===== config.mk =====
export PLATFORM = sky130hd
export DESIGN_NAME = knn_scheduler
export DESIGN_NICKNAME = d
export VERILOG_FILES = /design/src/rtl/knn_scheduler.sv
export SDC_FILE = /design/constraint.sdc
export NUM_CORES = 1
export LEC_CHECK = 0
export ABC_AREA = 1
export BUFFER_PORTS_ARGS = -buffer_cell sky130_fd_sc_hd__buf_2
export CAP_MARGIN = 20
export CORE_ASPECT_RATIO = 0.8
export CORE_UTILIZATION = 23
export DETAILED_ROUTE_END_ITERATION = 12
export GPL_TIMING_DRIVEN = 0
export HOLD_SLACK_MARGIN = 0.05
export PLACE_DENSITY = 0.54
export SLEW_MARGIN = 0
export SYNTH_ARGS = -nofsm -noshare
export SYNTH_HDL_FRONTEND = slang
export SYNTH_SLANG_ARGS = --single-unit

===== constraint.sdc =====
create_clock -name clk -period 1.72 [get_ports clk]
set_input_delay 0.172 -clock clk [delete_from_list [all_inputs] [get_ports clk]]
set_output_delay 0.172 -clock clk [all_outputs]
set_load 0.005 [all_outputs]

===== src/rtl/knn_scheduler.sv =====
// knn_scheduler: sequences a kNN classification run.
// For each test vector it loads the test word, streams TRAIN_SIZE training
// words into the kNN pipeline, then waits for the pipeline's result and
// writes {timeout, correct, label} to the result memory.
//
// Ports:
//   clk, rst            clock, asynchronous active-high reset
//   start               run request, sampled in IDLE only
//   busy, done          run in progress / one-cycle completion pulse
//   train_addr/rdata    training memory read port (1-cycle read latency)
//   test_addr/rdata     test memory read port (1-cycle read latency)
//   knn_rst             synchronous clear for the kNN pipeline
//   knn_test_data, knn_train_data, knn_label, knn_index   stream to kNN
//   knn_res, knn_res_vld                                  kNN result
//   res_wr, res_addr, res_wdata   result write port
//   n_correct, n_all, err         run statistics and sticky protocol error
//
// Optional feature: define KNN_SCHED_TIMEOUT_EN to abandon a test vector
// after TIMEOUT cycles in WAIT without a result.
module knn_scheduler #(
  parameter int unsigned TRAIN_SIZE = 75,
  parameter int unsigned TEST_SIZE  = 75,
  parameter int unsigned TIMEOUT    = 1023
) (
  input  logic        clk,
  input  logic        rst,
  input  logic        start,
  output logic        busy,
  output logic        done,
  output logic [7:0]  train_addr,
  output logic [7:0]  test_addr,
  input  logic [33:0] train_rdata,
  input  logic [33:0] test_rdata,
  output logic        knn_rst,
  output logic [31:0] knn_test_data,
  output logic [31:0] knn_train_data,
  output logic [1:0]  knn_label,
  output logic [7:0]  knn_index,
  input  logic [1:0]  knn_res,
  input  logic        knn_res_vld,
  output logic        res_wr,
  output logic [7:0]  res_addr,
  output logic [3:0]  res_wdata,
  output logic [7:0]  n_correct,
  output logic [7:0]  n_all,
  output logic        err
);

  localparam int unsigned AW = 8;
  localparam int unsigned DW = 32;
  localparam int unsigned LW = 2;

  // Elaboration-time parameter range guard.
  if (TRAIN_SIZE < 1 || TRAIN_SIZE > 255 || TEST_SIZE < 1 || TEST_SIZE > 255 ||
      TIMEOUT < 1) begin : g_param_check
    $error("knn_scheduler: parameter out of range");
  end

  typedef enum logic [2:0] {
    S_IDLE   = 3'd0,
    S_LOAD   = 3'd1,
    S_STREAM = 3'd2,
    S_WAIT   = 3'd3,
    S_DONE   = 3'd4
  } state_t;

  state_t        state_q, state_d;
  logic [AW-1:0] test_idx_q, test_idx_d;
  logic [AW-1:0] train_addr_d;
  logic [AW-1:0] knn_index_d;
  logic [AW-1:0] n_correct_d, n_all_d;
  logic          err_d;
  logic          busy_d, done_d;
  logic          knn_rst_q, knn_rst_d;
  logic          accept_c;
  logic          timeout_c;
  logic          match_c;
  logic          stream_c;

`ifdef KNN_SCHED_TIMEOUT_EN
  localparam int unsigned CW = $clog2(TIMEOUT + 1);
  logic [CW-1:0] wait_cnt_q, wait_cnt_d;
`endif

  // State and datapath registers.
  always_ff @(posedge clk or posedge rst) begin
    if (rst) begin
      state_q    <= S_IDLE;
      test_idx_q <= '0;
      train_addr <= '0;
      knn_index  <= '0;
      n_correct  <= '0;
      n_all      <= '0;
      err        <= 1'b0;
      busy       <= 1'b0;
      done       <= 1'b0;
      knn_rst_q  <= 1'b1;
`ifdef KNN_SCHED_TIMEOUT_EN
      wait_cnt_q <= '0;
`endif
    end else begin
      state_q    <= state_d;
      test_idx_q <= test_idx_d;
      train_addr <= train_addr_d;
      knn_index  <= knn_index_d;
      n_correct  <= n_correct_d;
      n_all      <= n_all_d;
      err        <= err_d;
      busy       <= busy_d;
      done       <= done_d;
      knn_rst_q  <= knn_rst_d;
`ifdef KNN_SCHED_TIMEOUT_EN
      wait_cnt_q <= wait_cnt_d;
`endif
    end
  end

  // Next-state and next-value logic.
  always_comb begin
    state_d     = state_q;
    test_idx_d  = test_idx_q;
    n_correct_d = n_correct;
    n_all_d     = n_all;
    err_d       = err;
    accept_c    = 1'b0;
    timeout_c   = 1'b0;
    match_c     = (knn_res == test_rdata[33:32]);

    case (state_q)
      S_IDLE: begin
        if (start) begin
          state_d     = S_LOAD;
          test_idx_d  = '0;
          n_correct_d = '0;
          n_all_d     = '0;
          err_d       = 1'b0;
        end
      end
      S_LOAD: begin
        if (knn_res_vld) err_d = 1'b1;
        state_d = S_STREAM;
      end
      S_STREAM: begin
        if (knn_res_vld) err_d = 1'b1;
        // train_addr runs one ahead of the delivered index.
        if (train_addr == AW'(TRAIN_SIZE)) state_d = S_WAIT;
      end
      S_WAIT: begin
        if (knn_res_vld) begin
          accept_c = 1'b1;
        end
`ifdef KNN_SCHED_TIMEOUT_EN
        else if (wait_cnt_q == CW'(TIMEOUT - 1)) begin
          timeout_c = 1'b1;
        end
`endif
        if (accept_c || timeout_c) begin
          n_all_d = n_all + AW'(1);
          if (accept_c && match_c) n_correct_d = n_correct + AW'(1);
          if (timeout_c) err_d = 1'b1;
          if (test_idx_q == AW'(TEST_SIZE - 1)) begin
            state_d = S_DONE;
          end else begin
            test_idx_d = test_idx_q + AW'(1);
            state_d    = S_LOAD;
          end
        end
      end
      S_DONE: begin
        state_d = S_IDLE;
      end
      default: begin
        state_d = S_IDLE;
      end
    endcase

    train_addr_d = (state_d == S_STREAM) ? train_addr + AW'(1) : '0;
    knn_index_d  = (state_d == S_STREAM) ? train_addr : '0;
    busy_d       = (state_d != S_IDLE);
    done_d       = (state_d == S_DONE);
    knn_rst_d    = (state_d == S_IDLE) || (state_d == S_LOAD) || (state_d == S_DONE);
  end

`ifdef KNN_SCHED_TIMEOUT_EN
  // WAIT-cycle counter, zero on the first WAIT cycle.
  always_comb begin
    wait_cnt_d = '0;
    if (state_q == S_WAIT && state_d == S_WAIT) wait_cnt_d = wait_cnt_q + CW'(1);
  end
`endif

  // Memory read data passes straight through while streaming.
  assign stream_c       = (state_q == S_STREAM);
  assign knn_train_data = stream_c ? train_rdata[DW-1:0] : '0;
  assign knn_label      = stream_c ? train_rdata[DW+LW-1:DW] : '0;
  assign knn_test_data  = stream_c ? test_rdata[DW-1:0] : '0;
  assign test_addr      = test_idx_q;

  // Result write happens in the accepting cycle itself.
  assign knn_rst   = knn_rst_q | accept_c;
  assign res_wr    = accept_c | timeout_c;
  assign res_addr  = res_wr ? test_idx_q : '0;
  assign res_wdata = accept_c  ? {1'b0, match_c, knn_res} :
                     timeout_c ? 4'b1000 : 4'b0000;

endmodule


== Yosys cells after proc, flatten, opt, wreduce, memory -nomap -nowiden ==
Cells that the tools add are included.
Storage, ports and cells
  register bits after elaboration: 47
  bits of input ports: 74
  output and inout port bits: 123
Cells by class
  equality and inequality tests: 14
  bitwise gates (word level): 1
  $add $sub $neg: 4
  multiplexer cells: 27
  reductions and logical operators: 13
Operators with widths (count)
  $mux W8: 9
  $mux W32: 2
  $pmux W8 S2: 3
  $add A8 B1 Y8 const B: 4
  $eq A8 B7 Y1 const B: 2
  $mux W3: 5
  $pmux W3 S4: 1
  $eq A3 B2 Y1 const B: 3
  $ne A2 B2 Y1 const B: 4
  $reduce_and A4 Y1: 2
  $eq A3 B1 Y1 const B: 2
  $logic_not A3 Y1: 2
  $reduce_and A3 Y1: 2
  $mux W1: 5
  $reduce_bool A2 Y1: 2
  $eq A3 B3 Y1 const B: 1
  $reduce_bool A3 Y1: 1
  $eq A2 B2 Y1: 1
  $logic_or A1 B1 Y1: 2
  $mux W2: 1
  $ne A2 B1 Y1 const B: 1
  $pmux W1 S2: 1
  $reduce_or A2 Y1: 1
  $logic_and A1 B1 Y1: 1
  $or A1 B1 Y1: 1

== Logic depth before layout (Yosys ltp) ==
  word-level depth: 7
  depth in mapped cells: 10

== Worst setup path before layout ==
No wires, ideal clock.
  path type: reg-to-reg
  from: register test_idx_q[0], in the netlist test_addr[0]
  to: register test_idx_q[0], in the netlist test_addr[0]
  library setup time: 0.118 ns
  path slack: 0.299 ns
  data arrival time: 1.303 ns
  cell stages (with the launch flop): 11
  required time: 1.602 ns
  cells stage by stage: dfrtp_1 inv_1 ha_1 inv_1 nor2_1 and2_1 nand2_1 nand2_4 buf_6 nand2_1 o21ai_2
On the way
  word-level cells in the longest chain between the ends: 4
  elaborated cells on any way between the ends: 7
Ends and longest elaborated chain
  start, declared: RTL line 68  | logic [AW-1:0] test_idx_q, test_idx_d;
  start signal, assigned: RTL line 103  | test_idx_q <= test_idx_d;
  $add A8 B1 Y8: RTL line 164  | test_idx_d = test_idx_q + AW'(1);
  $mux W8: RTL line 161  | if (test_idx_q == AW'(TEST_SIZE - 1)) begin
  $mux W8: RTL line 157  | if (accept_c || timeout_c) begin
  $pmux W8 S2: RTL line 129  | case (state_q)
Several ways; a longest one is shown, not always the timed one. The select of a mux whose other input is x is not followed.
A chain may end at the register's enable or synchronous reset.

== Worst setup path after layout ==
  from: register state_q[0]
  to: output res_addr[5]
On the way
  word-level cells in the longest chain between the ends: 3
Ends and longest elaborated chain
  start, declared: RTL line 67  | state_t state_q, state_d;
  start signal, assigned: RTL line 102  | state_q <= state_d;
  $eq A3 B2 Y1: RTL line 129
  $mux W1: RTL line 129
  $mux W8: RTL line 202  | assign res_addr = res_wr ? test_idx_q : '0;
  end, declared: RTL line 42  | output logic [7:0] res_addr,
No other way between the ends.

==> flow_metrics.py <==
metrics = {
    "yosys": {
        "syn_area_sq_mm": 0.00317,
        "synth.area.top_cells": "dfrtp_1 36%, inv_1 14%, nor2_1 12%",
        "synth_top_cell_area_share": 0.363,
        "synth_fp_nets": 560,
        "ys_warn_count": 0,
        "ys_types": 35,
        "yosys_most_used_dff": "dfrtp_1",
        "ys_async_sr_fraction": 1.00,
        "synth_seq_cells": 47,
        "synth_area_leader_cell": "dfrtp_1",
        "syn_inst": 481,
        "yosysSeqAreaShare": 0.371,
        "syn_avg_cell_area_sq_um": 6.59,
        "synth_edf_count": 0,
    },
    "sta": {
        "finalHoldViolCount": 0,
        "period_share": 0.963,
        "fmax_mhz": 604,
        "skew_ns": 0.00687,
        "grt_setup_unrepaired": "yes",
        "min_period_ns": 1.66,
        "finalSetupViolations": 0,
        "setup_ws_ns": 0.0643,
        "maxSlewViolCount": 0,
    },
    "die": {
        "core_sq_mm": 0.0131,
        "die-area_sq_mm": 0.0143,
        "die_x_microns": 133,
        "rows": 37,
        "die_h_microns": 107,
        "ios": 197,
        "start_util": 0.241,
    },
    "min_path": {
        "hold_path_class": "primary input to flip-flop",
        "min_from": "knn_res_vld",
        "worst_hold_path.endpoint": "err",
        "min_delay_path_depth": 3,
    },
    "critical_path": {
        "criticalPathCategory": "flip-flop to primary output",
        "rr_worst_depth": 9,
        "reg2reg_to": "knn_index[6]",
        "r2r_start": "state_q[0]",
        "r2r_setup_slack_ns": 0.13,
        "endpoint_kind": "primary output",
        "crit_required_ns": 1.55,
        "path_max_fanout": 5,
        "arrival_ns": 1.48,
        "worst_setup_path_start_kind": "flip-flop",
    },
    "grt": {
        "grt.met2_usage": 0.217,
        "use_met3": 0.0312,
        "grt_pass1_wl_mm": 15.9,
        "grt_pass1_vias": 3128,
        "met1_usage": 0.196,
        "grt_remaining_overflow": 0,
        "grt.busiest_layer": "met2",
        "grtUsageTotal": 0.139,
        "grt_start_max_net_pins": 32,
        "antenna_found_initial": 0,
    },
    "run_status": {
        "outcome": "complete, no violations",
    },
    "clock_tree": {
        "cts_buffer_depth": 2,
        "worstSkewPairLatency_ns": 0.29,
        "cts_tree": "done",
        "cts_sinks": 47,
        "cts_root_buf": "clkbuf_16",
        "htreeDepth": 2,
        "path_clk_slew_ns": 0.06,
        "cts_buffers": 5,
    },
    "power": {
        "vdd_drop_max_uv": 567,
        "power_density_mw_per_mm2": 1100,
        "power.leakage_uw": 0.00298,
        "power_uw": 5230,
    },
    "finish": {
        "fin_nets": 778,
        "diodes": 0,
        "drive_gt1_frac": 0.406,
        "syn2layout_area_growth_pct": 50.6,
    },
    "flow_run": {
        "drv_cap": 0,
    },
    "detailed_routing": {
        "drc": 0,
        "ant_nets": 0,
        "vias": 3429,
        "dr.pass1.iters": 4,
        "drt_wl_total_mm": 10.3,
        "drt_iter0_drc": 198,
        "avgViaCountPerCell": 3.92,
        "routedWlPerCell_microns": 11.7,
    },
    "place": {
        "hpwlAfterDp_mm": 7.92,
        "post-place-ws_ns": -0.0254,
        "io_buffers": 195,
        "place.gp.congestion": 0.780,
    },
}
## cells in the final DEF (no fill, tap or decap), types with 7 or more instances in the layout
master,synthesis,routed
o21ai_0,9,9
nor2_2,10,19
nand4_1,8,8
inv_1,118,115
nor2_1,104,93
nand3_1,26,26
o21ai_2,7,7
dfrtp_1,46,43
buf_4,2,17
buf_2,6,197
nand2_1,93,91
## area by class of cell
| cell class | count | area [sq um] |
|---|---|---|
| well taps | 175 | 219 |
| plain buffers | 13 | 115 |
| inverters | 120 | 453 |
| flip-flops and latches | 47 | 1180 |
| clock buffers | 7 | 133 |
| repair buffers | 212 | 1140 |
| fillers | 1462 | 8370 |
| multi-input cells | 300 | 1520 |
| clock inverters | 1 | 5.00 |
## per-stage QoR
step / util / hold slack [ns] / area [sq um] / setup TNS, ns / cells
detailed placement: 0.333 / 0.193 / 4380 / -0.0497 / 852
floorplan: - / 0.313 / 3170 / 0 / 481
global route: 0.363 / 0.176 / 4770 / -0.0979 / 875
finish: 0.363 / 0.172 / 4770 / 0 / 875
global placement: 0.332 / 0.480 / 4360 / -16.22 / 851
CTS: 0.353 / 0.165 / 4640 / -0.0318 / 870
## report_power, final
group          leakage, uW  internal [uW]  switching [uW]  total (uW)
Sequential        0.000636           1260             124        1380
Clock            0.0000679            538             417         956
Combinational      0.00228           1240            1650        2890
Total              0.00298           3040            2190        5230
## worst max path at each step
stage	start	to	slack, ns	cells after the start
2_1_floorplan	test_addr[0]	test_addr[0]	0.30	10
3_3_place_gp	rst	n_correct[7]	-0.36	2
3_5_place_dp	state_q[2]	res_addr[5]	-0.03	7
4_1_cts	state_q[0]	knn_rst	-0.03	6
5_1_grt	state_q[0]	knn_train_data[7]	-0.04	5
6_report	state_q[0]	res_addr[5]	0.06	7
## state kept, by name (all words and copies together), names as in the netlist
| register | cells |
|---|---|
| state_q | 3 |
| n_all | 8 |
| busy | 1 |
| knn_index | 8 |
| done | 1 |
| err | 1 |
| test_addr | 8 |
| knn_rst_q | 1 |
| n_correct | 8 |
| train_addr | 8 |
## Yosys cell counts (all sizes together), types with 2 or more instances
cell type	n
and2	2
or2	2
nand4	9
inv	120
nand3	28
a21oi	5
xor2	6
o21ai	16
clkbuf	4
nor2	116
nor3b	2
nand2	99
ha	5
xnor2	2
dfrtp	46
buf	10
nor3	3
## routing by layer
metal / share of wire / routed length [microns] / up-vias
li1: - / - / 1835
met1: 0.48 / 4960 / 1544
met2: 0.47 / 4870 / 44
met3: 0.036 / 369 / 6
met4: 0.0065 / 67 / 0
met5: 0 / 0 / -
## kinds of logic (layout without fill, tap and decap cells)
logic type,count (synthesis),count (layout),share of synthesized area
AO/OA/AOI/OAI,24,24,0.0486
XOR/XNOR,8,8,0.0221
adder cells (fa/ha/maj),5,5,0.0197
buffers and inverters,134,353,0.168
flip-flops,47,47,0.371
other,1,1,0.00118
AND/OR/NAND/NOR,262,262,0.369
## critical path, cell delays in order (launching register included)
cell       delay [ns]
dfrtp_2          0.40
buf_6            0.13
nand3_4          0.09
nor2_4           0.16
inv_4            0.07
clkbuf_16        0.16
nor2_2           0.07
buf_2            0.11
## repair_timing
| item | in CTS | in global routing |
|---|---|---|
| setup endpoints to repair | 77 | 90 |
| buffers inserted | 10 | 4 |
| hold buffers | 1 | 0 |
| cloned | 0 | 1 |
| pin swaps | 2 | 2 |
| resized for setup | 12 | 31 |
| hold endpoints to repair | 16 | 0 |
(Power assumes the default switching activity.)
